### src/rtl/mem_arbiter_if.sv
// Single-port memory handshake shared by the instruction, data and external memory sides.
// The requester drives address/write fields and holds access until it sees a one-cycle ack.
interface mem_arbiter_if;
    logic [18:0] addr;
    logic [15:0] data_out;
    logic        access;
    logic        wr_en;
    logic [1:0]  bytesel;
    logic        ack;
    logic [15:0] data_in;

    modport master (
        output addr,
        output data_out,
        output access,
        output wr_en,
        output bytesel,
        input  ack,
        input  data_in
    );

    modport slave (
        input  addr,
        input  data_out,
        input  access,
        input  wr_en,
        input  bytesel,
        output ack,
        output data_in
    );
endinterface

### src/rtl/mem_arbiter.sv
// Arbitrates one external memory port between instruction prefetch and data load/store.
// Data wins ties, but after DATA_BURST_MAX back-to-back data grants a waiting fetch is forced through.
module mem_arbiter #(
    parameter int DATA_BURST_MAX = 4
) (
    input  logic          clk,
    input  logic          reset,
    mem_arbiter_if.slave  instr_m,
    mem_arbiter_if.slave  data_m,
    mem_arbiter_if.master q_m
);

    localparam int RUN_W = $clog2(DATA_BURST_MAX + 1);
    localparam logic [RUN_W-1:0] RUN_MAX = RUN_W'(DATA_BURST_MAX);
    localparam logic [RUN_W-1:0] RUN_ONE = RUN_W'(1);

    typedef enum logic [1:0] {
        IDLE  = 2'd0,
        GNT_I = 2'd1,
        GNT_D = 2'd2
    } state_t;

    state_t           state_reg;
    state_t           state_next;
    logic [RUN_W-1:0] data_run_reg;
    logic [RUN_W-1:0] data_run_next;

    logic [18:0] q_addr;
    logic [15:0] q_data_out;
    logic        q_access;
    logic        q_wr_en;
    logic [1:0]  q_bytesel;
    logic        instr_ack;
    logic        data_ack;

    always_ff @(posedge clk or negedge reset) begin
        if (!reset) begin
            state_reg    <= IDLE;
            data_run_reg <= '0;
        end else begin
            state_reg    <= state_next;
            data_run_reg <= data_run_next;
        end
    end

    always_comb begin
        state_next    = state_reg;
        data_run_next = data_run_reg;
        q_addr        = '0;
        q_data_out    = '0;
        q_access      = 1'b0;
        q_wr_en       = 1'b0;
        q_bytesel     = 2'b00;
        instr_ack     = 1'b0;
        data_ack      = 1'b0;

        case (state_reg)
            IDLE: begin
                // The shared port stays quiet here, so a stray memory ack is simply ignored.
                if (instr_m.access && data_m.access) begin
                    state_next = (data_run_reg == RUN_MAX) ? GNT_I : GNT_D;
                end else if (instr_m.access) begin
                    state_next = GNT_I;
                end else if (data_m.access) begin
                    state_next = GNT_D;
                end

                if (!instr_m.access) begin
                    data_run_next = '0;
                end else if (state_next == GNT_I) begin
                    data_run_next = '0;
                end else if ((state_next == GNT_D) && (data_run_reg != RUN_MAX)) begin
                    data_run_next = data_run_reg + RUN_ONE;
                end
            end

            GNT_I: begin
                q_addr    = instr_m.addr;
                q_access  = instr_m.access;
                q_bytesel = 2'b11;
                instr_ack = q_m.ack & instr_m.access;
                // Completion or an abandoned request both return to IDLE.
                if (q_m.ack || !instr_m.access) begin
                    state_next = IDLE;
                end
            end

            GNT_D: begin
                q_addr     = data_m.addr;
                q_data_out = data_m.data_out;
                q_access   = data_m.access;
                q_wr_en    = data_m.wr_en;
                q_bytesel  = data_m.bytesel;
                data_ack   = q_m.ack & data_m.access;
                if (q_m.ack || !data_m.access) begin
                    state_next = IDLE;
                end
            end

            default: begin
                state_next = IDLE;
            end
        endcase
    end

    assign q_m.addr     = q_addr;
    assign q_m.data_out = q_data_out;
    assign q_m.access   = q_access;
    assign q_m.wr_en    = q_wr_en;
    assign q_m.bytesel  = q_bytesel;

    assign instr_m.ack  = instr_ack;
    assign data_m.ack   = data_ack;

    // Read data is shared by both masters; each qualifies it with its own ack.
    assign instr_m.data_in = q_m.data_in;
    assign data_m.data_in  = q_m.data_in;

endmodule

### src/flat_wrapper.sv
// flat-port wrapper written by rule: the top's interface ports become plain ports
module mem_arbiter_flat 
#(
    parameter int DATA_BURST_MAX = 4
)
  (clk, reset, instr_m_addr, instr_m_data_out, instr_m_access, instr_m_wr_en, instr_m_bytesel, instr_m_ack, instr_m_data_in, data_m_addr, data_m_data_out, data_m_access, data_m_wr_en, data_m_bytesel, data_m_ack, data_m_data_in, q_m_addr, q_m_data_out, q_m_access, q_m_wr_en, q_m_bytesel, q_m_ack, q_m_data_in);
  mem_arbiter_if instr_m_i ();
  mem_arbiter_if data_m_i ();
  mem_arbiter_if q_m_i ();
  input  logic clk;
  input  logic reset;
  input wire logic [$bits(instr_m_i.addr)-1:0] instr_m_addr;
  input wire logic [$bits(instr_m_i.data_out)-1:0] instr_m_data_out;
  input wire logic [$bits(instr_m_i.access)-1:0] instr_m_access;
  input wire logic [$bits(instr_m_i.wr_en)-1:0] instr_m_wr_en;
  input wire logic [$bits(instr_m_i.bytesel)-1:0] instr_m_bytesel;
  output wire logic [$bits(instr_m_i.ack)-1:0] instr_m_ack;
  output wire logic [$bits(instr_m_i.data_in)-1:0] instr_m_data_in;
  input wire logic [$bits(data_m_i.addr)-1:0] data_m_addr;
  input wire logic [$bits(data_m_i.data_out)-1:0] data_m_data_out;
  input wire logic [$bits(data_m_i.access)-1:0] data_m_access;
  input wire logic [$bits(data_m_i.wr_en)-1:0] data_m_wr_en;
  input wire logic [$bits(data_m_i.bytesel)-1:0] data_m_bytesel;
  output wire logic [$bits(data_m_i.ack)-1:0] data_m_ack;
  output wire logic [$bits(data_m_i.data_in)-1:0] data_m_data_in;
  output wire logic [$bits(q_m_i.addr)-1:0] q_m_addr;
  output wire logic [$bits(q_m_i.data_out)-1:0] q_m_data_out;
  output wire logic [$bits(q_m_i.access)-1:0] q_m_access;
  output wire logic [$bits(q_m_i.wr_en)-1:0] q_m_wr_en;
  output wire logic [$bits(q_m_i.bytesel)-1:0] q_m_bytesel;
  input wire logic [$bits(q_m_i.ack)-1:0] q_m_ack;
  input wire logic [$bits(q_m_i.data_in)-1:0] q_m_data_in;
  assign instr_m_i.addr = instr_m_addr;
  assign instr_m_i.data_out = instr_m_data_out;
  assign instr_m_i.access = instr_m_access;
  assign instr_m_i.wr_en = instr_m_wr_en;
  assign instr_m_i.bytesel = instr_m_bytesel;
  assign instr_m_ack = instr_m_i.ack;
  assign instr_m_data_in = instr_m_i.data_in;
  assign data_m_i.addr = data_m_addr;
  assign data_m_i.data_out = data_m_data_out;
  assign data_m_i.access = data_m_access;
  assign data_m_i.wr_en = data_m_wr_en;
  assign data_m_i.bytesel = data_m_bytesel;
  assign data_m_ack = data_m_i.ack;
  assign data_m_data_in = data_m_i.data_in;
  assign q_m_addr = q_m_i.addr;
  assign q_m_data_out = q_m_i.data_out;
  assign q_m_access = q_m_i.access;
  assign q_m_wr_en = q_m_i.wr_en;
  assign q_m_bytesel = q_m_i.bytesel;
  assign q_m_i.ack = q_m_ack;
  assign q_m_i.data_in = q_m_data_in;
  mem_arbiter #(.DATA_BURST_MAX(DATA_BURST_MAX)) u_core (.clk(clk), .reset(reset), .instr_m(instr_m_i), .data_m(data_m_i), .q_m(q_m_i));
endmodule
### config.mk
export PLATFORM = sky130hd
export DESIGN_NAME = mem_arbiter_flat
export DESIGN_NICKNAME = d
export VERILOG_FILES = /design/src/rtl/mem_arbiter_if.sv /design/src/rtl/mem_arbiter.sv /design/src/flat_wrapper.sv
export SDC_FILE = /design/constraint.sdc
export NUM_CORES = 1
export LEC_CHECK = 0
export CAP_MARGIN = 15
export CELL_PAD_IN_SITES_DETAIL_PLACEMENT = 0
export CELL_PAD_IN_SITES_GLOBAL_PLACEMENT = 1
export CORE_UTILIZATION = 13
export DETAILED_ROUTE_END_ITERATION = 10
export PLACE_DENSITY = 0.82
export SETUP_SLACK_MARGIN = 0.1
export SLEW_MARGIN = 0
export SYNTH_ARGS = -nofsm -noshare
export SYNTH_HDL_FRONTEND = slang
export SYNTH_SLANG_ARGS = --single-unit
export TNS_END_PERCENT = 10
### constraint.sdc
create_clock -name clk -period 2.6 [get_ports clk]
set_input_delay 0.78 -clock clk [delete_from_list [all_inputs] [get_ports clk]]
set_output_delay 0.78 -clock clk [all_outputs]
set_load 0.02 [all_outputs]
==> summary.md, run 1 <==
| Metric | Value |
|---|---|
| RD Place Congestion | `0.821` |
| CP required | `1.82 ns` |
| Vias per inst | `3.88` |
| Max incr delay on CP | `0.45 ns` |
| Post-Layout Inst Area | `2000 um^2` |
| Post-cts resize count | `96` |
| Final Cycle Share | `95.4%` |
| P&R area growth vs syn | `94.9%` |
| Routed WL | `3.52 mm` |
| Fraction of the mapped netlist area in compound gates | `22.2%` |
| Max-cap violations | `0` |
| DP Cell Count | `311` |
| Post-placement cell area | `1990 um^2` |
| Max Transition Viols Final | `0` |
| Nets | `316` |
| Global-route usage over all layers | `8.16%` |
| Post-DP HPWL | `2.88 mm` |
| Fmax | `403 MHz` |
| Final cell count without fillers | `315` |
| Yosys cell types | `26` |
| IO Pins | `170` |
| Final setup TNS | `0 ns` |
| CTS tree | `done` |
| First-pass GRT wire length | `5.51 mm` |
| Row cnt | `32` |
| DRT iter0 DRCs | `42` |
| H-tree Lvls | `1` |
| CP cell instances | `clkdlybuf4s50_1, a22oi_1, nor2b_1, clkdlybuf4s15_2` |
| Routed Antenna Nets | `0` |
| Layout cells sized above 1 | `18.3%` |
| Crit path launch type | `primary input` |
| Slowest-stage cell, CP | `clkdlybuf4s50_1` |
| Die W | `90.8 um` |
| Synth Net Count | `240` |
| Pre-antenna DRT Iters | `4` |
| Synth Area in XOR/XNOR | `0%` |
| Peak supply drop | `0.397 mV` |
| Pin count of the biggest net entering global routing | `28` |
| Crit Path Max Fanout | `1` |
| Vias in the first global route | `1,180` |
| Post-synthesis register bit count | `5` |
| Clock transition at the registers of the reported paths | `0.04 ns` |
| Syn. warnings | `0` |
| Power per cell area | `791 nW/um^2` |
| Buffers on Ports | `102` |
| Largest family of logic cells by synthesized area | `simple AND/OR/NAND/NOR gates` |
| Initial core utilization | `13.3%` |
| CTS Buffer Depth | `2` |
| # DRC | `0` |
| CTS Hold Bufs | `0` |
| Setup bufs post-CTS | `0` |
| Hold Vio Cnt, Final | `0` |
| DR WL/cell | `11.2 um` |
| Max reg flops | `3` |
| Leakage Power | `0.823 nW` |
| Multiplexer area fraction after synthesis | `0%` |
| Worst min-delay path class | `reg -> reg` |
| Worst Setup End Kind | `primary output` |
| Status | `finished, final reports clean` |
| CTS Buf Count | `3` |
| Slew headroom | `82.2%` |
| Mapped cell area | `1030 um^2` |
| Worst clock skew | `0.00343 ns` |
| Post-route setup slack | `0.120 ns` |
| WHS | `0.536 ns` |
| Post-synthesis sequential area ratio | `12.2%` |
| Synth Area in Adders | `6.10%` |
| Crit path DAT | `1.70 ns` |
| Mean post-synth cell area | `7.43 um^2` |
| ANT cells | `0` |
| Final setup fails | `0` |
| RSZ-0062 raised after global routing | `yes` |
| Die area | `8250 um^2` |
| WS Path Type | `in -> out` |
| Total number of vias | `1,222` |
| Mapped Cells | `138` |
| Core ar. | `7690 um^2` |
| Initial antenna violation count | `0` |
| Pre-CTS setup slack | `-0.412 ns` |
| # clock sinks | `5` |
| Worst-Margin Slew | `0.266 ns` |
| Area share of and/or/nand/nor cells after synthesis | `30.7%` |
| Fin crit period | `2.48 ns` |
| Die H | `90.8 um` |
| Worst-Skew Late Latency | `0.22 ns` |
| Root Buffer Master | `clkbuf_8` |
| Overflow after GRT | `0` |
==> kinds of logic (layout without fill, tap and decap cells) <==
family,Yosys count,after routing
adder cells (fa/ha/maj),5,5
AND/OR/NAND/NOR,52,52
buffers and inverters,45,120
AO/OA/AOI/OAI,31,31
flip-flops,5,5
==> per-stage QoR <==
step / utilization, % / power [mW]
after floorplan: - / 0.963
after global placement: 25.9 / 1.56
after detailed placement: 25.9 / 1.57
after CTS: 26.2 / 1.62
after global routing: 26.0 / 1.72
final: 26.0 / 1.58
==> layout by cell type (no fill, tap or decap), types with 2 or more instances in the layout <==
cell type,n
nand2_1,5
and2_1,17
a21oi_1,3
clkbuf_8,3
buf_12,2
nand3_1,2
inv_1,5
nor2b_1,21
buf_4,7
clkdlybuf4s15_2,16
ha_1,4
dfrtp_1,5
o21ai_0,2
dlygate4sd2_1,19
o22ai_1,2
buf_2,7
a22oi_1,19
clkdlybuf4s50_1,59
==> metal layers <==
metal	track usage (%)	routed length, um	share of wire (%)	vias to the layer above
li1	-	-	-	589
met2	15.8	1810	52	59
met4	3.57	55	1.6	0
met3	1.77	318	9.0	7
met1	8.23	1330	38	567
met5	0	0	0	-
==> area by class of cell <==
cell class	instances	area, um^2
well taps	102	128
inverters	5	18.8
flip-flops and latches	5	125
fillers	852	5690
repair buffers	111	1070
clock buffers	4	45.0
multi-input cells	88	608
==> synthesized netlist by cell type, drive strengths merged <==
library cell	n	area, um^2
nand2b	1	6.26
a32o	1	10.0
nand3	2	10.0
or3	1	6.26
nor2b	21	131
dfrtp	5	125
o22ai	2	12.5
o211ai	1	7.51
o2111ai	1	8.76
a22oi	20	155
nand3b	1	7.51
buf	37	265
nand2	5	18.8
clkbuf	3	11.3
and3	2	13.8
o21ai	2	10.0
ha	5	62.6
and2	17	106
and2b	1	8.76
a21oi	3	15.0
a22o	1	8.76
inv	5	18.8
or2	1	6.26
==> final timing paths <==
| path | start | endpoint | slack, ns | cells after the start |
|---|---|---|---|---|
| worst max-delay path | data_m_addr[18] | q_m_addr[18] | 0.12 | 4 |
| worst min-delay path | u_core.data_run_reg[0] | u_core.data_run_reg[0] | 0.54 | 2 |
| worst max register to register | u_core.state_reg[1] | u_core.state_reg[0] | 1.05 | 6 |
| worst min register to register | u_core.data_run_reg[0] | u_core.data_run_reg[0] | 0.54 | 2 |
| max in group asynchronous | reset | u_core.state_reg[0] | 1.59 | 1 |
| min in group asynchronous | reset | u_core.data_run_reg[0] | 0.80 | 1 |
==> report_power, final <==
group	leakage (nW)	internal [mW]	total, mW	switching (mW)
sequential	0.0666	0.104	0.123	0.0184
clock	0.0228	0.105	0.144	0.0389
combinational	0.734	0.633	1.32	0.682
==> worst max-delay path: cells and delay by family <==
kind            cells  cell delay (ns)
compound gates      1             0.08
buf+inv             2             0.72
simple gates        1             0.12
(Power assumes the default switching activity.)
==> run 2, diff against run 1 <==
SKIP_LAST_GASP = 1   (was default)
==> summary.md, run 2 (synthesis results as in run 1) <==
| Metric | Value |
|---|---|
| Crit path DAT | `1.95 ns` |
| Row cnt | `32` |
| Crit Reg-Reg Endpoint | `u_core.state_reg[0]` |
| Fmax | `367 MHz` |
| WHS | `0.536 ns` |
| Max reg flops | `3` |
| Worst clock skew | `0.00343 ns` |
| P_sw | `0.736 mW` |
| H-tree Lvls | `1` |
| Global-route usage over all layers | `8.14%` |
| FF-to-FF setup slack | `1.05 ns` |
| Pin count of the biggest net entering global routing | `28` |
| # DRC | `0` |
| Sw Ratio | `46.1%` |
| WS Path Type | `in -> out` |
| Reg2Reg Depth | `6` |
| Pre-CTS setup slack | `-0.412 ns` |
| Status | `complete, but fails checks` |
| Cell internal pwr | `0.862 mW` |
| RD Place Congestion | `0.821` |
| Die area | `8250 um^2` |
| Commonest non-fill, non-tap cell in the layout | `clkdlybuf4s50_1` |
| Vias per inst | `3.87` |
| Die H | `90.8 um` |
| Worst min-delay path class | `reg -> reg` |
| Final setup TNS | `-1.62 ns` |
| Sequential share of power | `7.7%` |
| Crit path launch type | `primary input` |
| Clock transition at the registers of the reported paths | `0.04 ns` |
| Vias in the first global route | `1,181` |
| Leakage Power | `0.878 nW` |
| Overflow after GRT | `0` |
| DRT iter0 DRCs | `42` |
| Nets | `316` |
| Violated checks | `setup timing` |
| DR WL/cell | `11.2 um` |
| IO Pins | `170` |
| Comb power frac | `83.3%` |
| CTS Buf Count | `3` |
| Routed Antenna Nets | `0` |
| Power per cell area | `797 nW/um^2` |
| Core ar. | `7690 um^2` |
| Buffers on Ports | `102` |
| # clock sinks | `5` |
| Routed WL | `3.53 mm` |
| Critical Path End | `q_m_data_out[15]` |
| Post-Layout Inst Area | `2010 um^2` |
| Setup bufs post-CTS | `0` |
| Commonest non-fill, non-tap cells in the layout | `74 x clkdlybuf4s50_1, 21 x nor2b_1, 21 x dlygate4sd2_1` |
| Max Transition Viols Final | `0` |
| Reg2reg start | `u_core.state_reg[1]` |
| Post-layout util | `26.1%` |
| CTS tree | `done` |
| P&R area growth vs syn | `95.5%` |
| Worst-Skew Late Latency | `0.22 ns` |
| RSZ-0062 raised after global routing | `yes` |
| CTS Buffer Depth | `2` |
| Final Cycle Share | `105%` |
| Post-route setup slack | `-0.128 ns` |
| Crit path from | `data_m_data_out[15]` |
| Initial antenna violation count | `0` |
| Total number of vias | `1,219` |
| Filler Cells Inserted | `839` |
| Post-placement cell area | `1990 um^2` |
| CP required | `1.82 ns` |
| Final cell count without fillers | `315` |
| DP Cell Count | `311` |
| Pre-antenna DRT Iters | `4` |
| Worst Setup End Kind | `primary output` |
| ANT cells | `0` |
| Crit Path Max Fanout | `1` |
| Peak supply drop | `0.413 mV` |
| Fin crit period | `2.73 ns` |
| Root Buffer Master | `clkbuf_8` |
| Post-DP HPWL | `2.88 mm` |
| CTS Hold Bufs | `0` |
| First-pass GRT wire length | `5.49 mm` |
| Initial core utilization | `13.3%` |
| Worst-Margin Slew | `0.265 ns` |
| Final setup fails | `14` |
| Clock power share | `9.0%` |
| Tot Pwr | `1.60 mW` |
| Hold Vio Cnt, Final | `0` |
| Max-cap violations | `0` |
| Hold path depth | `2` |
| Slew headroom | `82.2%` |
| Layout cells sized above 1 | `9.39%` |
| Die W | `90.8 um` |
run 2: cell count changes in the layout (fill, tap and decap cells not counted), sizes merged:
| cell | change |
|---|---|
| clkdlybuf4s15 | -16 |
| clkdlybuf4s50 | +15 |
| buf | -4 |
| dlymetal6s2s | +3 |
| dlygate4sd2 | +2 |
run 2: per-layer routing:
metal | up-vias | GRT usage, % | wire [um] | share of wire [%]
li1 | 589 | - | - | -
met1 | 564 | 8.18 | 1340 | 38
met2 | 59 | 15.8 | 1820 | 52
met3 | 7 | 1.85 | 311 | 8.8
met4 | 0 | 3.57 | 55 | 1.6
met5 | - | 0 | 0 | 0
run 2: power by group through the flow:
stage | registers [mW] | logic, mW | clock network, mW
final | 0.123 | 1.33 | 0.144
after global placement | 0.122 | 1.43 | 0
after global routing | 0.127 | 1.45 | 0.159
after detailed placement | 0.123 | 1.44 | 0
after CTS | 0.122 | 1.36 | 0.152
after floorplan | 0.119 | 0.844 | 0
run 2: final cells by class:
type	count	area, um^2	area share [%]
timing repair buffer	111	1080	53.9
multi-input combinational	88	608	30.3
tap	102	128	6.36
sequential	5	125	6.24
clock buffer	4	45.0	2.25
inverter	5	18.8	0.936
run 2: worst min path at each step:
stage,start,to
after global placement,u_core.data_run_reg[0],u_core.data_run_reg[0]
after detailed placement,u_core.data_run_reg[0],u_core.data_run_reg[0]
final,u_core.data_run_reg[0],u_core.data_run_reg[0]
after floorplan,reset,u_core.data_run_reg[0]
after CTS,u_core.data_run_reg[0],u_core.data_run_reg[0]
after global routing,u_core.state_reg[0],u_core.state_reg[0]
run 2: repair_timing:
item | 4_1_cts | 5_1_grt
resized for setup | 36 | 4
cloned | 0 | 0
endpoints found under the setup margin | 41 | 39
run 2: worst max-delay path, cell delays in order:
cell and delay, ns:
clkdlybuf4s50_1 0.45, and2_1 0.11, clkdlybuf4s50_1 0.61
